$ cat src/rtl/sram_arbiter.sv
// Two-port round-robin arbiter sharing one SRAM controller path between ports A and B.
// Latches the winning command, holds it until mem_ready or watchdog abort, then returns ready.
module sram_arbiter #(
  parameter int ADDR_W  = 32,
  parameter int DATA_W  = 32,
  parameter int TIMEOUT = 64
) (
  input  logic              clk,
  input  logic              rst,
  input  logic              a_wr_en,
  input  logic              a_rd_en,
  input  logic [ADDR_W-1:0] a_address,
  input  logic [DATA_W-1:0] a_write_data,
  output logic [DATA_W-1:0] a_read_data,
  output logic              a_ready,
  output logic              a_freeze,
  input  logic              b_wr_en,
  input  logic              b_rd_en,
  input  logic [ADDR_W-1:0] b_address,
  input  logic [DATA_W-1:0] b_write_data,
  output logic [DATA_W-1:0] b_read_data,
  output logic              b_ready,
  output logic              b_freeze,
  output logic              mem_wr_en,
  output logic              mem_rd_en,
  output logic [ADDR_W-1:0] mem_address,
  output logic [DATA_W-1:0] mem_write_data,
  input  logic [DATA_W-1:0] mem_read_data,
  input  logic              mem_ready,
  output logic              timeout_err
);

  localparam int CNT_W = $clog2(TIMEOUT + 1);

  typedef enum logic [1:0] {IDLE, GRANT_A, GRANT_B, DONE} state_t;

  state_t              state_reg, state_next;
  logic                last_b_reg;
  logic                op_wr_reg;
  logic [ADDR_W-1:0]   addr_reg;
  logic [DATA_W-1:0]   wdata_reg;
  logic [CNT_W-1:0]    wd_cnt_reg;
  logic [DATA_W-1:0]   a_rdata_reg, b_rdata_reg;
  logic                a_ready_reg, b_ready_reg;
  logic                timeout_err_reg;

  logic a_req, b_req, grant_a, grant_b, in_grant, wd_expired, finish;

  assign a_req      = a_wr_en | a_rd_en;
  assign b_req      = b_wr_en | b_rd_en;
  // A wins a tie only when B was the previous winner.
  assign grant_a    = a_req & (~b_req | last_b_reg);
  assign grant_b    = b_req & ~grant_a;
  assign in_grant   = (state_reg == GRANT_A) || (state_reg == GRANT_B);
  assign wd_expired = (wd_cnt_reg == CNT_W'(TIMEOUT - 1));
  assign finish     = in_grant & (mem_ready | wd_expired);

  always_comb begin
    state_next = state_reg;
    case (state_reg)
      IDLE: begin
        if (grant_a)      state_next = GRANT_A;
        else if (grant_b) state_next = GRANT_B;
      end
      GRANT_A, GRANT_B: begin
        if (finish) state_next = DONE;
      end
      DONE:    state_next = IDLE;
      default: state_next = IDLE;
    endcase
  end

  always_ff @(posedge clk or negedge rst) begin
    if (!rst) begin
      state_reg       <= IDLE;
      last_b_reg      <= 1'b1;
      op_wr_reg       <= 1'b0;
      addr_reg        <= '0;
      wdata_reg       <= '0;
      wd_cnt_reg      <= '0;
      a_rdata_reg     <= '0;
      b_rdata_reg     <= '0;
      a_ready_reg     <= 1'b0;
      b_ready_reg     <= 1'b0;
      timeout_err_reg <= 1'b0;
    end else begin
      state_reg   <= state_next;
      a_ready_reg <= 1'b0;
      b_ready_reg <= 1'b0;
      if (state_reg == IDLE && (grant_a || grant_b)) begin
        // A simultaneous wr/rd request collapses to a write.
        addr_reg   <= grant_a ? a_address : b_address;
        wdata_reg  <= grant_a ? a_write_data : b_write_data;
        op_wr_reg  <= grant_a ? a_wr_en : b_wr_en;
        last_b_reg <= grant_b;
        wd_cnt_reg <= '0;
      end
      if (in_grant) begin
        wd_cnt_reg <= wd_cnt_reg + 1'b1;
      end
      if (finish) begin
        if (!mem_ready) timeout_err_reg <= 1'b1;
        if (state_reg == GRANT_A) begin
          a_ready_reg <= 1'b1;
          if (!mem_ready)     a_rdata_reg <= '0;
          else if (!op_wr_reg) a_rdata_reg <= mem_read_data;
        end else begin
          b_ready_reg <= 1'b1;
          if (!mem_ready)     b_rdata_reg <= '0;
          else if (!op_wr_reg) b_rdata_reg <= mem_read_data;
        end
      end
    end
  end

  assign mem_wr_en      = in_grant & op_wr_reg;
  assign mem_rd_en      = in_grant & ~op_wr_reg;
  assign mem_address    = addr_reg;
  assign mem_write_data = wdata_reg;
  assign a_read_data    = a_rdata_reg;
  assign b_read_data    = b_rdata_reg;
  assign a_ready        = a_ready_reg;
  assign b_ready        = b_ready_reg;
  assign timeout_err    = timeout_err_reg;
  assign a_freeze       = a_req & ~a_ready_reg;
  assign b_freeze       = b_req & ~b_ready_reg;

endmodule
$ cat config.mk
export PLATFORM = sky130hd
export DESIGN_NAME = sram_arbiter
export DESIGN_NICKNAME = d
export VERILOG_FILES = /design/src/rtl/sram_arbiter.sv
export SDC_FILE = /design/constraint.sdc
export NUM_CORES = 1
export LEC_CHECK = 0
export BUFFER_PORTS_ARGS = -buffer_cell sky130_fd_sc_hd__buf_2
export CAP_MARGIN = 30
export CORE_MARGIN = 5
export CORE_UTILIZATION = 41
export DETAILED_ROUTE_END_ITERATION = 7
export PLACE_DENSITY = 0.85
export RECOVER_POWER = 100
export SLEW_MARGIN = 30
export SYNTH_ARGS = -nofsm -noshare
export SYNTH_HDL_FRONTEND = slang
export SYNTH_SLANG_ARGS = --single-unit
$ cat constraint.sdc
create_clock -name clk -period 1.8 [get_ports clk]
set_clock_uncertainty 0.1 [all_clocks]
set_input_delay 0.18 -clock clk [delete_from_list [all_inputs] [get_ports clk]]
set_output_delay 0.18 -clock clk [all_outputs]
set_load 0.1 [all_outputs]
# Yosys cells after proc, flatten, opt, wreduce, memory -nomap -nowiden
# Cells that the tools add are included.
# classes
add_sub_neg,1
n_eq_ne,7
n_reduce_logical,10
bitwise,18
n_mux,15
# op_table
operator,n
$mux W32,4
$mux W7,2
$add A7 B1 Y7 const B,1
$and A1 B1 Y1,7
$eq A7 B6 Y1 const B,1
$not A1 Y1,7
$mux W2,3
$pmux W2 S3,1
$reduce_and A3 Y1,2
$mux W1,5
$eq A2 B2 Y1 const B,2
$ne A2 B2 Y1 const B,2
$or A1 B1 Y1,4
$reduce_and A2 Y1,2
$ne A3 B3 Y1 const B,1
$eq A2 B1 Y1 const B,1
$logic_not A2 Y1,1
$logic_or A1 B1 Y1,2
$reduce_bool A2 Y1,1
$reduce_or A2 Y1,1
$logic_and A1 B1 Y1,1
# word_totals
input_bits,167
reg_bits,142

# Longest topological paths before layout
# Gate-level depths: netlist of run 1.
# depth
ltp_word,10
mapped_depth,7
ltp_nobuf,6

# Worst setup path after synthesis of run 1
# No wires, ideal clock.
# synth_path
kind,reg-to-output
startpoint,register a_ready_reg (netlist: a_ready)
endpoint,output port a_freeze
n_path_buf,0
arrival_ps,2144
setup_slack_ps,-624
required_time_ps,1520
stages_incl_launch_ff,2
cell_sequence,dfrtp_1 -> nor2_1
# synth_between
elab_chain_cells,2
# synth_rtl
item,line_no,source
start: declaration,44,"logic a_ready_reg, b_ready_reg;"
start signal: assignment,83,a_ready_reg <= 1'b0;
start signal: assignment,88,a_ready_reg <= 1'b0;
start signal: assignment,104,a_ready_reg <= 1'b1;
$not A1 Y1,125,assign a_freeze = a_req & ~a_ready_reg;
$and A1 B1 Y1,125,
end: declaration,16,"output logic a_freeze,"
# Every way passes these cells.

# Worst setup path in the final report of run 1
# layout_path
startpoint,register wd_cnt_reg[0]
endpoint,register a_rdata_reg[22] (netlist: a_read_data[22])
# layout_between
elab_chain_cells,4
# layout_rtl
item,line_no,source
start: declaration,42,logic [CNT_W-1:0] wd_cnt_reg;
start signal: assignment,99,wd_cnt_reg <= wd_cnt_reg + 1'b1;
$eq A7 B6 Y1,55,assign wd_expired = (wd_cnt_reg == CNT_W'(TIMEOUT - 1));
$or A1 B1 Y1,56,assign finish = in_grant & (mem_ready | wd_expired);
$and A1 B1 Y1,56,
$reduce_and A3 Y1 (no source line),--,
end signal: assignment,106,else if (!op_wr_reg) a_rdata_reg <= mem_read_data;
end: declaration,43,"logic [DATA_W-1:0] a_rdata_reg, b_rdata_reg;"
# Every way passes these cells.
# A chain may end at the register's enable or synchronous reset.

==> results of run 1 <==
tightest hold or removal path, cell delays in order:
cell	delay, ns
buf_2	0.08
mux2i_1	0.05
o21ai_0	0.16
path summary, 6_finish.rpt:
check | slack (ns) | end | from | cells past startpoint
min | 0.009 | mem_write_data[2] | b_write_data[2] | 3
max reg2reg | -0.06 | a_read_data[22] | wd_cnt_reg[0] | 6
max in group asynchronous | 0.18 | last_b_reg | rst | 3
min reg2reg | 0.38 | mem_address[26] | mem_address[26] | 2
max | -0.06 | a_read_data[22] | wd_cnt_reg[0] | 6
min in group asynchronous | 0.35 | b_read_data[6] | rst | 2
per-layer routing:
metal  GRT usage [%]  part of all wire, %  vias to the layer above
li1                -                    -                     2784
met1            31.1                   35                     2946
met2            44.9                   49                      463
met3            9.31                   11                      100
met4            16.8                  4.9                        4
met5               0                0.058                        -
cell families (layout without fill, tap and decap cells):
| kind of cell | Yosys count | after routing |
|---|---|---|
| mux | 69 | 69 |
| buf+inv | 40 | 527 |
| fa+ha+maj | 4 | 4 |
| other cells | 0 | 2 |
| xor+xnor | 1 | 1 |
| compound gates | 152 | 152 |
| simple gates | 100 | 100 |
| flops | 142 | 142 |
placed cells by master (no fill, tap or decap), types with 3 or more instances in the layout:
| cell type | synthesis | layout |
|---|---|---|
| clkinv_4 | 0 | 3 |
| nor2_4 | 0 | 3 |
| a22o_1 | 64 | 64 |
| nor2_1 | 12 | 6 |
| inv_8 | 0 | 4 |
| nand4_1 | 3 | 3 |
| inv_1 | 5 | 3 |
| clkinv_8 | 0 | 7 |
| dfrtp_1 | 141 | 141 |
| dlygate4sd3_1 | 0 | 157 |
| o31ai_1 | 3 | 3 |
| nand2b_1 | 4 | 4 |
| nor2_2 | 0 | 3 |
| clkbuf_16 | 0 | 18 |
| o21ai_0 | 50 | 48 |
| nand2_1 | 74 | 74 |
| buf_2 | 9 | 298 |
| o21ai_1 | 25 | 26 |
| a21oi_1 | 4 | 4 |
| mux2i_1 | 68 | 68 |
| buf_4 | 13 | 19 |
| buf_12 | 0 | 10 |
layout make-up:
class | instances | area, sq um | area share [%]
Sequential cell | 142 | 3550 | 34.9
Timing Repair Buffer | 490 | 3470 | 34.0
Tap cell | 184 | 230 | 2.26
Clock inverter | 15 | 194 | 1.90
Antenna cell | 2 | 5.00 | 0.0491
Multi-Input combinational cell | 326 | 2290 | 22.5
Clock buffer | 17 | 425 | 4.17
Inverter | 5 | 23.8 | 0.233
through the flow:
stage / instance area (sq um) / setup TNS [ns]
after floorplan: 6000 / 0
after global placement: 7910 / 0
after detailed placement: 7910 / -0.523
after CTS: 10100 / 0
after global routing: 10200 / -9.13
final: 10200 / -2.16
timing repair:
item | CTS | global route
gates cloned | 0 | 1
resized for setup | 6 | 9
buffers inserted | 2 | 4
pin swaps | 2 | 7
hold endpoints to repair | 268 | 0
endpoints found under the setup margin | 66 | 68
hold buffers | 157 | 0
==> implementation parameters, run 1 <==
Parameter                              Value

Outcome
  Run status ... finished, violations left
  Violated checks ... negative setup slack

Placed design
  Final HPWL DP ... around 13000 microns
  Number of port buffers ... approximately 300
  Global placer's final weighted congestion ... ~0.8
  Pre-CTS WS ... -0.0220 ns
  Placed Instances ... between 900 and 1000

Synthesis
  Most used flip-flop cell after synthesis ... dfrtp_1
  Post-synth net total ... slightly below 700
  Area share of the largest cell type after synthesis ... between 50% and 60%
  Flip-flop and latch count after synthesis ... 142
  Cells after synthesis ... 508
  Combinational family with the most area after synthesis ... compound AO/OA/AOI/OAI gates
  Distinct cell type count after synthesis ... 29
  Leading post-synthesis cells by instance count ... dfrtp_1, nand2_1, mux2i_1
  Synthesized-area fraction occupied by adder cells ... 0.838%
  Sequential share of the synthesized area ... around 60%
  Post-Synth Simple-Gate Area ... slightly below 7%
  Number of enable flip-flop cells after synthesis ... 0
  Summed instance area of the synthesized netlist ... approximately 6000 sq um
  Top post-synthesis cells by area ... dfrtp_1, mux2i_1, a22o_1
  Post-synth ARST share ... 100%
  Area fraction in compound gates after synthesis ... 17.5%
  Most frequent cell after synthesis ... dfrtp_1
  Ys Warns ... 0
  Xor/xnor share of the synthesized area ... less than 1%
  Multiplexer area fraction after synthesis ... between 10 and 15%
  Most area-hungry cell type in the Yosys netlist ... dfrtp_1
  Syn_area_per_cell ... 11.8 sq um

Global route
  Largest net degree at the start of global routing ... about 60
  Number of global-route vias before repair ... 6831
  Initial antenna violation count ... 2
  Total global routing track utilization ... 27.5%
  Global-route congestion overflow total ... 0
  Wire length of the first global-routing pass ... approximately 36000 microns

Floorplan
  Starting density of the core ... between 40% and 50%
  Die width ... approximately 130 microns
  # rows ... 44
  Top-level port count ... 302
  Core area ... about 14000 sq um
  Die Y ... around 130 microns
  Area of the die ... approximately 17000 sq um

Min path
  Hold/Removal Path Class ... primary input to flip-flop

Worst setup path
  CP bufs+invs ... 1
  Worst setup EP type ... flip-flop
  Worst setup path class ... flip-flop to flip-flop
  Crit path DAT ... around 2.1 ns
  Worst EP required ... roughly 2 ns
  Crit start category ... flip-flop
  Slowest stage cell on the critical path ... dfrtp_1
  Worst stage delay on the critical path ... just over 0.4 ns
  CP Cell Sequence ... ha_2, nand4_1, nor3_4, o21bai_4, clkbuf_16, a22o_1
  Crit Path Max Fanout ... 16
  Largest delay share family, worst path ... simple AND/OR/NAND/NOR gates

Finish
  Post-layout nets ... between 1000 and 1500
  Util after Layout ... 70.7%
  Share of final-layout standard cells stronger than drive strength 1 ... between 30% and 40%
  Layout-stage area growth over the synthesis result ... 70.7%
  Number of fillers in the final layout ... around 950
  Number of standard cells in the final layout excluding fillers ... between 1000 and 1500

STA
  Slew Limit Fails ... 0
  Post-layout worst setup margin ... -0.0602 ns
  Slew at the pin with the worst max-slew slack ... 0.945 ns
  Unrepaired setup endpoints after global routing ... yes
  Hold WS ... 0.00881 ns
  Worst-case headroom to the max-slew limit ... a little under two fifths
  Highest attainable clock frequency ... 0.538 GHz
  Count of endpoints failing setup in the final report ... between 60 and 70
  Crit share post-route ... 103%
  Final Hold Vio Count ... 0
  Shortest clock period the worst path allows after layout ... around 1.9 ns

Drt
  Drt total wl ... between 20000 and 25000 microns
  Initial DRC count ... 360
  Post-DR wirelength/cell ... roughly 20 microns
  Number of remaining DRC errors ... 0
  First-pass iteration count of the detailed router ... 5
  Routed Antenna Nets ... 0
  Vias ... between 6000 and 7000
  Via-to-Cell Ratio ... around 5.3

Clock tree
  H-tree Lvls ... 4
  Clock root buffer ... clkbuf_16
  Insertion delay to the later sink of the worst-skew pair ... 0.41 ns
  Clock tree from TritonCTS ... built
  Clock Sink Count ... around 140
  Number of buffers created by CTS ... 17
  Longest Clk Path Bufs ... 2
  Clock transition at the registers of the reported paths ... approximately 0.07 ns

Run
  Max Cap Violations ... 0
Power of run 1 is left out: the tool's default activity adds up to more than one toggle a clock period on the data nets, which glitch-free logic cannot reach.
==> inputs of run 2 (changes only) <==
BUFFER_PORTS_ARGS = -buffer_cell sky130_fd_sc_hd__buf_4   (was -buffer_cell sky130_fd_sc_hd__buf_2)
==> run 2 against run 1 <==
The flow now finishes without violations. Sequential cell count stayed put. Critical path depth is the same. Fmax is 4.8% higher. Clock-buffer cell count is 1 higher. Hold slack improved by 0.0014 ns. Critical path type unchanged. Largest cell class is now non-clock buffers.
==> implementation parameters, run 2 (synthesis gave the netlist of run 1 again) <==
Parameter                              Value

Worst setup path
  Worst stage delay on the critical path ... about 0.35 ns
  Critical Path Start ... wd_cnt_reg[1]
  Slowest stage cell on the critical path ... dfrtp_1
  Crit Path Max Fanout ... 32
  CP bufs+invs ... 1
  Register-to-register setup slack ... between 0.02 and 0.03 ns
  End point of the critical path ... a_read_data[28]
  Critical R2R Capture ... a_read_data[28]
  Origin of the critical flop-to-flop path ... wd_cnt_reg[1]
  Worst EP required ... ~2.0 ns
  Crit start category ... flip-flop
  Crit path DAT ... between 1.5 and 2 ns
  Total number of cells along the worst setup path ... 6
  Largest delay share family, worst path ... simple AND/OR/NAND/NOR gates
  CP Cell Sequence ... ha_2, nand4_1, nor3_4, o21bai_2, buf_12, a22o_1
  Worst setup path class ... flip-flop to flip-flop
  Worst setup EP type ... flip-flop
  Number of cell instances on the worst register-to-register path ... 6

Drt
  Post-DR wirelength/cell ... 20.7 microns
  Initial DRC count ... approximately 350
  Routed Antenna Nets ... 0
  Vias ... 6319
  Met2 wire length ... between 10000 and 15000 microns
  Number of remaining DRC errors ... 0
  WL met1 ... 8520 microns
  Met3 layer wire length in the routed design ... around 2700 microns
  First-pass iteration count of the detailed router ... 5
  Drt total wl ... 24300 microns
  Via-to-Cell Ratio ... approximately 5.4
  Uppermost layer routed ... met4

Floorplan
  Top-level port count ... approximately 300
  Die Y ... ~130 microns
  Die width ... ~130 microns
  Area of the die ... roughly 17000 sq um
  Core area ... 14400 sq um
  Starting density of the core ... roughly 41%
  # rows ... 44

Placed design
  Global placer's final weighted congestion ... about 0.86
  Number of port buffers ... approximately 300
  Placed Instance Area ... between 8000 and 9000 sq um
  Final HPWL DP ... between 10000 and 15000 microns

Clock tree
  Clock transition at the registers of the reported paths ... around 0.070 ns
  Clock root buffer ... clkbuf_16
  Clock tree from TritonCTS ... built
  H-tree Lvls ... 4
  Insertion delay to the later sink of the worst-skew pair ... around 0.42 ns
  Longest Clk Path Bufs ... 2
  Clock Sink Count ... 142
  Number of buffers created by CTS ... 17

Finish
  Most frequent cells in the layout ... buf_4, dlygate4sd3_1, dfrtp_1
  Non-Filler Cell Area, Final ... about 11000 sq um
  Antenna cell count ... 0
  Post-layout nets ... 1148
  Number of fillers in the final layout ... between 800 and 900
  Multi-input gate area in the final layout ... around 2300 sq um
  Share of final-layout standard cells stronger than drive strength 1 ... 38.5%
  Layout-stage area growth over the synthesis result ... 80.8%
  Most common library cell in the layout ignoring fill and taps ... buf_4
  Seq. cell area ... roughly 3600 sq um

Global route
  Total global routing track utilization ... between 20% and 30%
  Largest net degree at the start of global routing ... 77
  Global-route congestion overflow total ... 0
  Wire length of the first global-routing pass ... 36200 microns
  Number of global-route vias before repair ... between 6000 and 7000
  Initial antenna violation count ... 0

STA
  Highest attainable clock frequency ... between 0.5 and 0.6 GHz
  Worst-case headroom to the max-slew limit ... 42.9%
  Slew Limit Fails ... 0
  Shortest clock period the worst path allows after layout ... 1.77 ns
  Unrepaired setup endpoints after global routing ... yes
  Final Hold Vio Count ... 0
  Slew at the pin with the worst max-slew slack ... ~0.86 ns
  Crit share post-route ... a little over nine tenths
  Count of endpoints failing setup in the final report ... 0

Outcome
  Run status ... complete, no violations

Min path
  Hold/Removal Path Class ... primary input to flip-flop

Run
  Max Cap Violations ... 0
run 2: worst min-delay path by stage:
stage,startpoint,endpoint,slack (ns),cells after the start
2_1_floorplan,rst,a_read_data[0],-0.22,0
3_3_place_gp,rst,a_read_data[4],-0.01,1
3_5_place_dp,rst,a_read_data[7],-0.008,1
4_1_cts,a_address[18],mem_address[18],0.0007,3
5_1_grt,a_address[26],mem_address[26],0.02,3
6_report,a_wr_en,last_b_reg,0.01,4
run 2: through the flow:
stage	setup WS [ns]	util [%]	hold WS (ns)	setup TNS [ns]	std cells
floorplan	0.0998	-	-0.216	0	508
global placement	0.0442	59.6	-0.00993	0	979
detailed placement	-0.0536	59.6	-0.00836	-0.241	979
CTS	0.0104	75.0	0.000660	0	1171
global route	-0.0618	74.9	0.0227	-1.99	1174
finish	0.0253	74.9	0.0102	0	1174
run 2: worst register-to-register path: stages, from the launching register on:
cell and delay (ns):
dfrtp_1 0.35, ha_2 0.18, nand4_1 0.17, nor3_4 0.31
o21bai_2 0.13, buf_12 0.18, a22o_1 0.23
run 2: cell type report:
class | instances | share of cell area (%)
timing repair buffer | 485 | 38.0
sequential | 142 | 32.9
multi-input combinational | 326 | 21.3
clock buffer | 18 | 4.07
tap | 184 | 2.13
clock inverter | 14 | 1.36
inverter | 5 | 0.174
run 2: what timing repair did:
item,in CTS,in global routing
setup buffers,3,1
endpoints found under the hold margin,270,0
setup endpoints to repair,53,8
hold buffers,157,0
gates cloned,0,2
gates resized for setup,10,10
pin swaps,2,4
run 2: metal layers:
metal  vias to the layer above  track usage (%)
li1                       2779                -
met1                      2991             31.6
met2                       460             46.2
met3                        89             9.15
met4                         0             14.8
met5                         -                0
Power of run 2 is left out for the same reason.
